===== config.mk =====
export PLATFORM = sky130hd
export DESIGN_NAME = sram_test_engine
export DESIGN_NICKNAME = d
export VERILOG_FILES = /design/src/rtl/sram_test_pkg.sv /design/src/rtl/sram_test_pattern_gen.sv /design/src/rtl/sram_test_engine.sv
export SDC_FILE = /design/constraint.sdc
export NUM_CORES = 1
export LEC_CHECK = 0
export BUFFER_PORTS_ARGS = -buffer_cell sky130_fd_sc_hd__buf_4
export CORE_UTILIZATION = 35
export CTS_CLUSTER_DIAMETER = 200
export DETAILED_ROUTE_END_ITERATION = 7
export PLACE_DENSITY = 0.62
export SLEW_MARGIN = 20
export SYNTH_ARGS = -nofsm -noshare
export SYNTH_HDL_FRONTEND = slang
export SYNTH_SLANG_ARGS = --single-unit

===== constraint.sdc =====
create_clock -name usb_clk -period 3.6 [get_ports usb_clk]
set_clock_uncertainty 0.1 [all_clocks]
set_input_delay 0.36 -clock usb_clk [delete_from_list [all_inputs] [get_ports usb_clk]]
set_output_delay 0.36 -clock usb_clk [all_outputs]
set_load 0.005 [all_outputs]

===== src/rtl/sram_test_pkg.sv =====
// Shared types for the SRAM march test engine: FSM states, SRAM pin bundle with its idle
// values, and the Galois LFSR helpers used when SRAM_TEST_LFSR_EN is defined.
package sram_test_pkg;

    typedef enum logic [2:0] {
        StIdle,
        StWrSetup,
        StWrPulse,
        StWrHold,
        StRdSetup,
        StRdWait,
        StRdSample,
        StDone
    } state_e;

    localparam logic [7:0] LfsrPoly = 8'hB8;

    typedef struct packed {
        logic ce_n;
        logic ce2;
        logic we_n;
        logic oe_n;
        logic dq_oe;
    } pin_ctrl_t;

    localparam pin_ctrl_t IdlePins = '{ce_n: 1'b1, ce2: 1'b0, we_n: 1'b1, oe_n: 1'b1,
                                       dq_oe: 1'b0};

    // Pin levels while sitting in a given state; WEn and OEn are never low together.
    function automatic pin_ctrl_t pins_for_state(input state_e st);
        pin_ctrl_t p;
        p = IdlePins;
        unique case (st)
            StWrSetup, StWrHold: begin
                p.ce_n  = 1'b0;
                p.ce2   = 1'b1;
                p.dq_oe = 1'b1;
            end
            StWrPulse: begin
                p.ce_n  = 1'b0;
                p.ce2   = 1'b1;
                p.dq_oe = 1'b1;
                p.we_n  = 1'b0;
            end
            StRdSetup, StRdWait: begin
                p.ce_n = 1'b0;
                p.ce2  = 1'b1;
                p.oe_n = 1'b0;
            end
            StRdSample: begin
                p.ce_n = 1'b0;
                p.ce2  = 1'b1;
            end
            default: p = IdlePins;
        endcase
        return p;
    endfunction

    function automatic logic [7:0] lfsr_init(input logic [7:0] s);
        return (s == 8'h00) ? 8'h01 : s;
    endfunction

    function automatic logic [7:0] lfsr_step(input logic [7:0] s);
        return {1'b0, s[7:1]} ^ (s[0] ? LfsrPoly : 8'h00);
    endfunction

endpackage


===== src/rtl/sram_test_pattern_gen.sv =====
// Test pattern source shared by the write and read phases. SRAM_TEST_LFSR_EN selects an 8-bit
// Galois LFSR; otherwise the pattern is the running byte index XOR the seed.
module sram_test_pattern_gen
    import sram_test_pkg::*;
(
    input  logic       clk,
    input  logic       rst,
    input  logic       load,
    input  logic       restart,
    input  logic       advance,
    input  logic [7:0] seed,
    output logic [7:0] data
);

    logic [7:0] seed_q;

    always_ff @(posedge clk or posedge rst) begin
        if (rst) begin
            seed_q <= 8'h00;
        end else if (load) begin
            seed_q <= seed;
        end
    end

`ifdef SRAM_TEST_LFSR_EN
    logic [7:0] lfsr_q;

    always_ff @(posedge clk or posedge rst) begin
        if (rst) begin
            lfsr_q <= 8'h00;
        end else if (load) begin
            lfsr_q <= lfsr_init(seed);
        end else if (restart) begin
            lfsr_q <= lfsr_init(seed_q);
        end else if (advance) begin
            lfsr_q <= lfsr_step(lfsr_q);
        end
    end

    assign data = lfsr_q;
`else
    // Tracks the low byte of the SRAM address so the pattern equals A[7:0] ^ seed.
    logic [7:0] idx_q;

    always_ff @(posedge clk or posedge rst) begin
        if (rst) begin
            idx_q <= 8'h00;
        end else if (load || restart) begin
            idx_q <= 8'h00;
        end else if (advance) begin
            idx_q <= idx_q + 8'h01;
        end
    end

    assign data = idx_q ^ seed_q;
`endif

endmodule


===== src/rtl/sram_test_engine.sv =====
// March test engine for the external async SRAM: write pattern to 0..mem_bytes-1, read back,
// compare. Pattern source chosen by SRAM_TEST_LFSR_EN (see sram_test_pattern_gen).
module sram_test_engine
    import sram_test_pkg::*;
#(
    parameter int unsigned pADDR_WIDTH  = 20,
    parameter int unsigned pWAIT_CYCLES = 2,
    parameter int unsigned pERR_WIDTH   = 16
) (
    input  logic                   usb_clk,
    input  logic                   reset,
    input  logic                   start,
    input  logic                   abort,
    input  logic [pADDR_WIDTH:0]   mem_bytes,
    input  logic [7:0]             seed,
    output logic                   busy,
    output logic                   done,
    output logic                   pass,
    output logic [pERR_WIDTH-1:0]  err_count,
    output logic [pADDR_WIDTH-1:0] first_err_addr,
    output logic [pADDR_WIDTH-1:0] SRAM_A,
    output logic [7:0]             SRAM_DQ_o,
    output logic                   SRAM_DQ_oe,
    input  logic [7:0]             SRAM_DQ_i,
    output logic                   SRAM_CEn,
    output logic                   SRAM_CE2,
    output logic                   SRAM_WEn,
    output logic                   SRAM_OEn
);

    localparam int unsigned WaitW = (pWAIT_CYCLES > 1) ? $clog2(pWAIT_CYCLES) : 1;
    localparam logic [WaitW-1:0] WaitLast = WaitW'(pWAIT_CYCLES - 1);
    localparam logic [pADDR_WIDTH:0] MaxBytes = {1'b1, {pADDR_WIDTH{1'b0}}};

    state_e                 state_q, state_d;
    logic [pADDR_WIDTH:0]   addr_q, addr_d, addr_inc;
    logic [pADDR_WIDTH:0]   len_q, len_d;
    logic [WaitW-1:0]       wait_q, wait_d;
    logic                   aborted_q, aborted_d;
    logic [7:0]             rd_q, rd_d;
    logic [pERR_WIDTH-1:0]  err_q, err_d;
    logic [pADDR_WIDTH-1:0] first_q, first_d;
    logic                   done_q, done_d;
    logic                   pass_q, pass_d;
    logic                   addr_last;
    pin_ctrl_t              ctrl_q;

    logic       gen_load, gen_restart, gen_advance;
    logic [7:0] pat_data;

    sram_test_pattern_gen u_pattern (
        .clk     (usb_clk),
        .rst     (reset),
        .load    (gen_load),
        .restart (gen_restart),
        .advance (gen_advance),
        .seed    (seed),
        .data    (pat_data)
    );

    always_comb begin
        state_d     = state_q;
        addr_d      = addr_q;
        len_d       = len_q;
        wait_d      = wait_q;
        aborted_d   = aborted_q;
        rd_d        = rd_q;
        err_d       = err_q;
        first_d     = first_q;
        done_d      = done_q;
        pass_d      = pass_q;
        gen_load    = 1'b0;
        gen_restart = 1'b0;
        gen_advance = 1'b0;
        addr_inc    = addr_q + 1'b1;
        addr_last   = (addr_inc == len_q);

        unique case (state_q)
            StIdle: begin
                if (start && !abort) begin
                    len_d     = mem_bytes[pADDR_WIDTH] ? MaxBytes : mem_bytes;
                    addr_d    = '0;
                    wait_d    = '0;
                    aborted_d = 1'b0;
                    err_d     = '0;
                    first_d   = '0;
                    done_d    = 1'b0;
                    pass_d    = 1'b0;
                    gen_load  = 1'b1;
                    state_d   = (mem_bytes == '0) ? StDone : StWrSetup;
                end
            end
            StWrSetup: begin
                wait_d  = '0;
                state_d = StWrPulse;
            end
            StWrPulse: begin
                if (wait_q == WaitLast) begin
                    state_d = StWrHold;
                end else begin
                    wait_d = wait_q + 1'b1;
                end
            end
            StWrHold: begin
                if (addr_last) begin
                    addr_d      = '0;
                    gen_restart = 1'b1;
                    state_d     = StRdSetup;
                end else begin
                    addr_d      = addr_inc;
                    gen_advance = 1'b1;
                    state_d     = StWrSetup;
                end
            end
            StRdSetup: begin
                wait_d  = '0;
                state_d = StRdWait;
            end
            StRdWait: begin
                // Capture while OEn is still low so RD_SAMPLE can release the bus.
                if (wait_q == WaitLast) begin
                    rd_d    = SRAM_DQ_i;
                    state_d = StRdSample;
                end else begin
                    wait_d = wait_q + 1'b1;
                end
            end
            StRdSample: begin
                if (rd_q != pat_data) begin
                    if (err_q == '0) begin
                        first_d = addr_q[pADDR_WIDTH-1:0];
                    end
                    if (err_q != '1) begin
                        err_d = err_q + 1'b1;
                    end
                end
                if (addr_last) begin
                    state_d = StDone;
                end else begin
                    addr_d      = addr_inc;
                    gen_advance = 1'b1;
                    state_d     = StRdSetup;
                end
            end
            StDone: begin
                done_d  = 1'b1;
                pass_d  = !aborted_q && (err_q == '0);
                state_d = StIdle;
            end
            default: state_d = StIdle;
        endcase

        // Registered pins follow state_d, so entering StDone releases WEn/OEn immediately.
        if (abort && (state_q != StIdle) && (state_q != StDone)) begin
            aborted_d = 1'b1;
            state_d   = StDone;
        end
    end

    always_ff @(posedge usb_clk or posedge reset) begin
        if (reset) begin
            state_q   <= StIdle;
            addr_q    <= '0;
            len_q     <= '0;
            wait_q    <= '0;
            aborted_q <= 1'b0;
            rd_q      <= '0;
            err_q     <= '0;
            first_q   <= '0;
            done_q    <= 1'b0;
            pass_q    <= 1'b0;
            ctrl_q    <= IdlePins;
        end else begin
            state_q   <= state_d;
            addr_q    <= addr_d;
            len_q     <= len_d;
            wait_q    <= wait_d;
            aborted_q <= aborted_d;
            rd_q      <= rd_d;
            err_q     <= err_d;
            first_q   <= first_d;
            done_q    <= done_d;
            pass_q    <= pass_d;
            ctrl_q    <= pins_for_state(state_d);
        end
    end

    assign busy           = (state_q != StIdle);
    assign done           = done_q;
    assign pass           = pass_q;
    assign err_count      = err_q;
    assign first_err_addr = first_q;
    assign SRAM_A         = addr_q[pADDR_WIDTH-1:0];
    assign SRAM_DQ_o      = pat_data;
    assign SRAM_DQ_oe     = ctrl_q.dq_oe;
    assign SRAM_CEn       = ctrl_q.ce_n;
    assign SRAM_CE2       = ctrl_q.ce2;
    assign SRAM_WEn       = ctrl_q.we_n;
    assign SRAM_OEn       = ctrl_q.oe_n;

endmodule


==> results.toml, run 1 <==
[timing]
fin_setup_tns_ns = 0
hold_slack_ns = 0.0319
finalSetupViolCount = 0
finalCritPeriodShare_pct = 96.2
slew_viol_final = 0
fmax_mhz = 289
slew_headroom_pct = 54.5
final_hold_viol_count = 0
tightest_slew_ns = 0.683
rsz0062_at_grt = "false"
period_minus_slack_ns = 3.46

[power_and_ir_drop]
power_frac_comb_pct = 39.8
ir_drop_mv = 0.376
power_w = 0.00615
internal-power_w = 0.00393
clkPwrFrac_pct = 27.6
cellPowerDensity_mw_per_mm2 = 752
power_switching_w = 0.00222
p_leak_nw = 3.86
netSwitchingFraction_pct = 36.1
pwr-share-seq_pct = 32.5

[synth]
synth_area_leaders = "dfrtp_1, nand2_1, xor2_1"
syn_nets = 732
avgSynthCellArea_um2 = 9.36
yosysTopAreaCellShare_pct = 43.2
async_reset_ff_share_pct = 100
synth_most_common_cell = "dfrtp_1"
yosysSeqAreaShare_pct = 44.4
ys_warn_count = 0
syn_inst = 687
synth-main-ff-cell = "dfrtp_1"
synth_common_cells = "dfrtp_1, nand2_1, nor2_1"
ys_seq_elements = 114
synth_area_mm2 = 0.00643
yosysUniqueCellTypes = 61
synth_edf_count = 0
yosysTopAreaCell = "dfrtp_1"

[floorplanning]
die_area_mm2 = 0.0189
start_util_pct = 35.8
core_area_mm2 = 0.0180
fp.dieW_um = 138
die_y_um = 138
rows = 49
ioPinCount = 113

[clock_network]
clock_latency_ns = 0.42
cts.sinks = 114
cts.clk_slew.worst_paths_ns = 0.06
clockBufferDepth = 2
h-tree-depth = 4
root_buffer = "clkbuf_16"
cts_buffers = 17
cts_tree = "done"

[routing]
vias = 5333
route.detailed.drc = 0
routed_wl_mm = 16.5
first_iter_violations = 388
avgRoutedWirePerCell_um = 15.9
firstDrtPassIters = 4
final_antenna_net_count = 0
via_per_inst = 5.14

[critical_path]
rr_startpoint = "addr_q[1]"
crit_start = "addr_q[1]"
critical_path_required_ns = 3.80
cp_max_fo = 4
crit_type = "reg2reg"
cp.arrival_ns = 3.66
crit_path_start_kind = "register"
critPathCaptureType = "register"

[finish]
nFillCells = 1751
final_core_util_pct = 45.5
n_antenna_cell = 0
layout.nets = 841
drive_gt1_share_pct = 26.6
seq_area_mm2 = 0.00286
final_area_mm2 = 0.00817
area_delta_synth_final_pct = 27.0
multi_input_area_mm2 = 0.00317

[min_path]
hold_start = "seed[2]"
hold_class = "in2reg"

[place]
dp_hpwl_mm = 12.0
io_buffers = 112
postPlaceCellArea_mm2 = 0.00754
place.gp.congestion = 0.852

[global_route]
grtUsageTotal_pct = 18.6
antenna_found_initial = 0
grt_overflow_total = 0
grt_max_degree = 65
grt_pass1_vias = 5135
grt_pass1_wl_mm = 26.7

[status]
status = "finished, final reports clean"

[flow_run]
maxCapViolations = 0
==> power by group through the flow <==
stage	registers [W]	clock network (W)	logic, W
after floorplan	0.00190	0	0.00172
after global placement	0.00201	0	0.00241
after detailed placement	0.00202	0	0.00245
after CTS	0.00200	0.00173	0.00247
after global routing	0.00205	0.00180	0.00274
final	0.00200	0.00170	0.00245
==> cells by family after synthesis <==
logic type	after synthesis	share of synthesized area [%]
xor gates and xnor gates	69	10.7
AOI/OAI and AO/OA	112	11.7
adders and majority gates	4	0.778
muxes	11	1.89
DFF	114	44.4
and+or+nand+nor	293	23.8
buffers and inverters	84	6.71
==> flip-flops by register name, summed over array words and instances (netlist names) <==
| signal | cells |
|---|---|
| wait_q | 1 |
| done | 1 |
| rd_q | 8 |
| len_q | 21 |
| first_err_addr | 20 |
| SRAM_CE2 | 1 |
| u_pattern.seed_q | 8 |
| SRAM_OEn | 1 |
| SRAM_DQ_oe | 1 |
| addr_q | 21 |
| state_q | 3 |
| SRAM_WEn | 1 |
| aborted_q | 1 |
| u_pattern.idx_q | 8 |
| SRAM_CEn | 1 |
| err_count | 16 |
| pass | 1 |
==> cell usage in the layout, fill, tap and decap left out, types with 4 or more instances in the layout <==
cell,instances
o21ai_0,12
o31ai_1,10
or3_1,10
nor3_1,15
a21oi_1,20
a22o_1,21
dfrtp_1,111
clkbuf_16,17
and4_1,6
nand3b_1,20
nor4_1,13
inv_1,15
a31oi_1,7
nor2_1,36
o21ai_1,22
clkinv_2,4
nand3_1,22
nor2b_1,7
xor2_1,33
nand2_1,110
buf_4,154
xnor3_1,6
mux2_2,9
nand4_1,20
nand2b_1,6
xnor2_1,30
==> cell type report <==
| class | count | area share [%] |
|---|---|---|
| clock buffer | 22 | 5.68 |
| clock inverter | 10 | 1.62 |
| inverter | 18 | 0.858 |
| multi-input combinational | 489 | 38.9 |
| sequential | 114 | 35.0 |
| tap | 229 | 3.51 |
| timing repair buffer | 156 | 14.5 |
==> critical path, cell delays in order (launching register included) <==
cell and delay [ns]:
dfrtp_1 0.39, nand4_1 0.16, or4_4 0.54, xnor2_1 0.16, or4_1 0.53, or4_4 0.57
nor3_2 0.18, mux2i_1 0.31, nand2_2 0.12, mux2_2 0.29
==> through the flow <==
| step | std cells | setup WS (ns) |
|---|---|---|
| 2_1_floorplan | 687 | 0.0248 |
| 3_3_place_gp | 1004 | 0.0919 |
| 6_report | 1038 | 0.138 |
| 5_1_grt | 1038 | 0.00383 |
| 4_1_cts | 1038 | 0.0136 |
| 3_5_place_dp | 1004 | 0.0518 |
==> path summary, 6_finish.rpt <==
kind	endpoint	slack (ns)	cells after the start
setup reg to reg	SRAM_CE2	0.14	9
setup / recovery	SRAM_CE2	0.14	9
min in group asynchronous	first_err_addr[0]	0.50	3
max in group asynchronous	SRAM_CEn	2.08	4
hold / removal	u_pattern.seed_q[2]	0.03	3
hold reg to reg	pass	0.36	1
==> per-layer routing <==
| layer | global-route usage (%) | wire [um] | share of wire [%] | up-vias |
|---|---|---|---|---|
| met1 | 24.5 | 7750 | 47 | 2583 |
| met2 | 29.7 | 7670 | 47 | 125 |
| met4 | 5.74 | 197 | 1.2 | 0 |
| met3 | 4.82 | 860 | 5.2 | 15 |
| met5 | 0 | 0 | 0 | - |
| li1 | - | - | - | 2610 |
==> what timing repair did <==
item,CTS,global route
endpoints found under the setup margin,1,23
setup buffers,1,0
hold buffers,1,0
hold endpoints to repair,50,0
resized for setup,0,5
Note: power is estimated with default switching activity, not from simulation.
==> run 2, diff against run 1 <==
SYNTH_HIERARCHICAL = 1   (was not set)
==> results.toml, run 2 <==
[status]
status = "finished, final reports clean"

[critical_path]
slowest_delay_ns = 0.52
crit_path_start_kind = "register"
critPathCaptureType = "register"
r2r_end = "u_pattern/idx_q[6]"
critical_path_required_ns = 3.83
cp_max_fo = 10
crit_type = "reg2reg"
crit_slowest_cell = "dfrtp_1"
crit_chain = "nand4_4, or3_4, nor4_4, xnor2_1, nor3_1, and4_1, or2_1, inv_1, nand4_2, or3_1, a21oi_1"
r2r_slack_ns = 0.29
cp.arrival_ns = 3.54
rr_startpoint = "addr_q[6]"
reg2reg_depth = 11

[synth]
synthAdderAreaFrac_pct = 0.806
syn_inst = 675
synth-simple-area-share_pct = 24.6
synth_edf_count = 0
avgSynthCellArea_um2 = 9.20
synth-main-ff-cell = "dfrtp_1"
synth_area_leaders = "dfrtp_1, nand2_1, xor2_1"
async_reset_ff_share_pct = 100
yosysSeqAreaShare_pct = 46.0
yosysTopAreaCellShare_pct = 44.7
yosys.area_share.xor_xnor_pct = 8.60
synth_most_common_cell = "nand2_1"
ys_seq_elements = 114
synth_top_family_by_area = "simple AND/OR/NAND/NOR gates"
ys_warn_count = 6
syn_nets = 720
synth_compound_area_share_pct = 9.81
synth_area_mm2 = 0.00621
yosysUniqueCellTypes = 61
yosysTopAreaCell = "dfrtp_1"
synthMuxAreaShare_pct = 3.95
synth_common_cells = "nand2_1, dfrtp_1, o21ai_0"

[clock_network]
clockBufferDepth = 2
cts_buffers = 17
h-tree-depth = 4
cts.clk_slew.worst_paths_ns = 0.06
cts_tree = "done"
clock_latency_ns = 0.41
cts.sinks = 114
root_buffer = "clkbuf_16"

[timing]
finalCritPeriodShare_pct = 92.0
tightest_slew_ns = 0.762
fmax_mhz = 302
period_minus_slack_ns = 3.31
finalSetupViolCount = 0
rsz0062_at_grt = "false"
slew_headroom_pct = 49.2
final_hold_viol_count = 0
fin_setup_tns_ns = 0
slew_viol_final = 0
hold_slack_ns = 0.0760

[floorplanning]
die_area_mm2 = 0.0183
rows = 48
core_area_mm2 = 0.0173
fp.dieW_um = 135
start_util_pct = 35.9
ioPinCount = 113
die_y_um = 135

[global_route]
antenna_found_initial = 0
grt_overflow_total = 0
grt_pass1_vias = 4948
grt_pass1_wl_mm = 25.9
grt_max_degree = 80
grtUsageTotal_pct = 18.5

[routing]
top_layer_used = "met4"
wl_met2_mm = 7.25
avgRoutedWirePerCell_um = 15.4
firstDrtPassIters = 4
first_iter_violations = 307
wl_met3_um = 898
vias = 5079
routed_wl_mm = 15.7
wl_met1_mm = 7.39
final_antenna_net_count = 0
via_per_inst = 5.00
route.detailed.drc = 0

[power_and_ir_drop]
power_switching_w = 0.00217
clkPwrFrac_pct = 28.5
cellPowerDensity_mw_per_mm2 = 760
ir_drop_mv = 0.418
p_leak_nw = 3.62
power_frac_comb_pct = 37.1
netSwitchingFraction_pct = 36.6
pwr-share-seq_pct = 34.4
internal-power_w = 0.00377

[place]
postPlaceCellArea_mm2 = 0.00721
dp_hpwl_mm = 11.2
place.gp.congestion = 0.804
io_buffers = 112

[min_path]
worst_hold_path.num_cells = 2
hold_start = "SRAM_DQ_i[6]"
hold_class = "in2reg"
whs_endpoint = "rd_q[6]"

[finish]
n_antenna_cell = 0
final_area_mm2 = 0.00782
layout.nets = 822
area_delta_synth_final_pct = 26.0
final_cell_mix = "buf_4, nand2_1, dfrtp_1"
layout_commonest_cell = "buf_4"
drive_gt1_share_pct = 26.2

[flow_run]
maxCapViolations = 0
[run 2: worst max-delay path by stage]
| stage | start | endpoint | slack (ns) | cells after the start |
|---|---|---|---|---|
| floorplan | addr_q[0] | u_pattern/idx_q[6] | 0.09 | 14 |
| global placement | addr_q[8] | u_pattern/idx_q[7] | 0.29 | 11 |
| detailed placement | addr_q[8] | u_pattern/idx_q[7] | 0.25 | 11 |
| CTS | addr_q[8] | u_pattern/idx_q[6] | 0.23 | 11 |
| global route | addr_q[6] | u_pattern/idx_q[6] | 0.02 | 11 |
| finish | addr_q[6] | u_pattern/idx_q[6] | 0.29 | 11 |
[run 2: worst max-delay path: cells and delay by family, from the launching register on]
kind	cells	cell delay, ns
buffers and inverters	1	0.13
XOR/XNOR	1	0.19
AND/OR/NAND/NOR	8	2.15
AO/OA/AOI/OAI	1	0.14
flip-flops	1	0.52
[run 2: logic make-up after synthesis]
kind of cell,after synthesis
DFF,114
muxes,22
AOI/OAI and AO/OA,105
buffers and inverters,75
and+or+nand+nor,294
xor gates and xnor gates,61
adders and majority gates,4
[run 2: final cells by class]
type	instances	area (um^2)
Fill cell	1713	9470
Sequential cell	114	2860
Inverter	20	80.1
Clock buffer	18	429
Timing Repair Buffer	138	1040
Tap cell	225	282
Multi-Input combinational cell	486	2970
Clock inverter	14	163
[run 2: repair_timing]
action	CTS	global route
buffers inserted	0	0
endpoints found under the setup margin	0	5
hold buffers	1	0
resized for setup	0	3
endpoints found under the hold margin	16	0
[run 2: power groups by stage]
stage / clock [W] / sequential, W / combinational (W)
floorplan: 0 / 0.00194 / 0.00156
global placement: 0 / 0.00206 / 0.00220
detailed placement: 0 / 0.00206 / 0.00222
CTS: 0.00173 / 0.00205 / 0.00223
global route: 0.00179 / 0.00210 / 0.00249
finish: 0.00169 / 0.00204 / 0.00221
[run 2: stage by stage]
stage | utilization, % | power (W) | setup slack [ns] | cells
3_5_place_dp | 41.7 | 0.00428 | 0.247 | 982
6_report | 45.2 | 0.00594 | 0.288 | 1015
5_1_grt | 45.2 | 0.00638 | 0.0233 | 1015
2_1_floorplan | - | 0.00350 | 0.0858 | 675
4_1_cts | 45.2 | 0.00600 | 0.232 | 1015
3_3_place_gp | 41.7 | 0.00426 | 0.292 | 982
[run 2: per-layer routing]
metal | GRT usage, % | vias to the layer above
li1 | - | 2517
met1 | 24.9 | 2425
met2 | 29.3 | 127
met3 | 4.90 | 10
met4 | 4.68 | 0
met5 | 0 | -
==> run 3, diff against run 2 <==
CELL_PAD_IN_SITES_DETAIL_PLACEMENT = 0   (was not set)
CELL_PAD_IN_SITES_GLOBAL_PLACEMENT = 1   (was not set)
PLACE_DENSITY = 0.74   (was 0.62)
clock period = 3.34 ns   (was 3.6 ns; I/O delays follow)
==> results.toml, run 3 (same netlist as run 2, synthesis figures left out) <==
[status]
status = "finished, final reports clean"

[power_and_ir_drop]
p_leak_nw = 3.74
cellPowerDensity_mw_per_mm2 = 834
ir_drop_mv = 0.489

[routing]
avgRoutedWirePerCell_um = 15.8
routed_wl_mm = 16.3
final_antenna_net_count = 0
route.detailed.drc = 0
vias = 5183
via_per_inst = 5.05
firstDrtPassIters = 6
first_iter_violations = 374

[clock_network]
cts_tree = "done"
clockBufferDepth = 2
h-tree-depth = 4
root_buffer = "clkbuf_16"
cts_buffers = 17
post_cts_buffers = 0
clock_latency_ns = 0.41
cts.sinks = 114
cts.clk_slew.worst_paths_ns = 0.06

[global_route]
grt_overflow_total = 0
busiest_layer = "met2"
grt_use_met3_pct = 4.12
grtUsageTotal_pct = 19.1
grt_max_degree = 64
grtUsageMet1_pct = 24.3
antenna_found_initial = 0
grt_pass1_wl_mm = 26.9
grt_pass1_vias = 5178
grtUsageMet2_pct = 32.0

[timing]
finalCritPeriodShare_pct = 93.6
fin_setup_tns_ns = 0
tightest_slew_ns = 0.813
final_hold_viol_count = 0
fmax_mhz = 320
slew_headroom_pct = 45.8
period_minus_slack_ns = 3.13
finalSetupViolCount = 0
rsz0062_at_grt = "false"
slew_viol_final = 0

[finish]
n_antenna_cell = 0
nFillCells = 1684
layout.nets = 833
final_core_util_pct = 46.4
layout_commonest_cell = "buf_4"
area_delta_synth_final_pct = 29.2
drive_gt1_share_pct = 28.0
final_cell_mix = "buf_4, nand2_1, dfrtp_1"

[critical_path]
critical_path_required_ns = 3.53
crit_path_start_kind = "register"
cp.arrival_ns = 3.32
critPathCaptureType = "register"
crit_type = "reg2reg"
cp_max_fo = 8

[floorplanning]
fp.dieW_um = 135
ioPinCount = 113
core_area_mm2 = 0.0173
die_area_mm2 = 0.0183
die_y_um = 135
start_util_pct = 35.9
rows = 48

[place]
dp_hpwl_mm = 12.0
io_buffers = 112
place.gp.congestion = 0.804

[flow_run]
maxCapViolations = 0

[min_path]
hold_class = "in2reg"
## run 3: metrics by stage
stage	worst slack [ns]	hold slack (ns)	cell area [um^2]	total power (W)	cells
3_5_place_dp	0.0926	0.354	7320	0.00469	993
2_1_floorplan	0.0322	0.148	6230	0.00379	675
3_3_place_gp	0.141	0.347	7320	0.00464	993
6_report	0.214	0.0507	8030	0.00669	1026
5_1_grt	0.00213	0.0347	8030	0.00716	1026
4_1_cts	0.0875	0.0319	7990	0.00676	1026
## run 3: layout make-up
cell class,instances,area (um^2),area share (%)
clock buffer,17,425,5.30
clock inverter,15,231,2.88
inverter,20,77.6,0.967
multi-input combinational,486,3020,37.6
sequential,114,2860,35.6
tap,225,282,3.51
timing repair buffer,149,1130,14.1
## run 3: routing by layer
| metal | wire length, um | vias up |
|---|---|---|
| met4 | 231 | 0 |
| met1 | 7440 | 2490 |
| met3 | 762 | 21 |
| li1 | - | 2536 |
| met2 | 7830 | 136 |
| met5 | 0 | - |
## run 3: path summary, 6_finish.rpt
kind | from | endpoint | slack (ns) | depth (start not counted)
max | addr_q[0] | u_pattern/idx_q[3] | 0.21 | 15
min | SRAM_DQ_i[1] | rd_q[1] | 0.05 | 2
max reg2reg | addr_q[0] | u_pattern/idx_q[3] | 0.21 | 15
min reg2reg | aborted_q | pass | 0.37 | 1
max in group asynchronous | reset | SRAM_OEn | 1.83 | 4
min in group asynchronous | reset | u_pattern/seed_q[5] | 0.49 | 3
## run 3: worst max-delay path, stage by stage, from the launching register on
cell,delay [ns]
dfrtp_2,0.38
buf_4,0.16
nand4_1,0.19
buf_4,0.21
nor3_2,0.16
buf_4,0.19
xnor2_1,0.15
nand4_1,0.19
nor3b_1,0.22
and4_1,0.29
or2_1,0.14
inv_1,0.07
buf_4,0.16
nand4_1,0.12
xor2_1,0.19
nor2_1,0.06
## run 3: repair_timing
item,CTS,global route
endpoints found under the hold margin,16,0
gates resized for setup,0,7
endpoints found under the setup margin,0,6
hold buffers,1,0
## run 3: where the power goes
part	internal (W)	switching, W
registers	0.00180	0.000377
clock network	0.00133	0.000688
logic	0.00114	0.00136
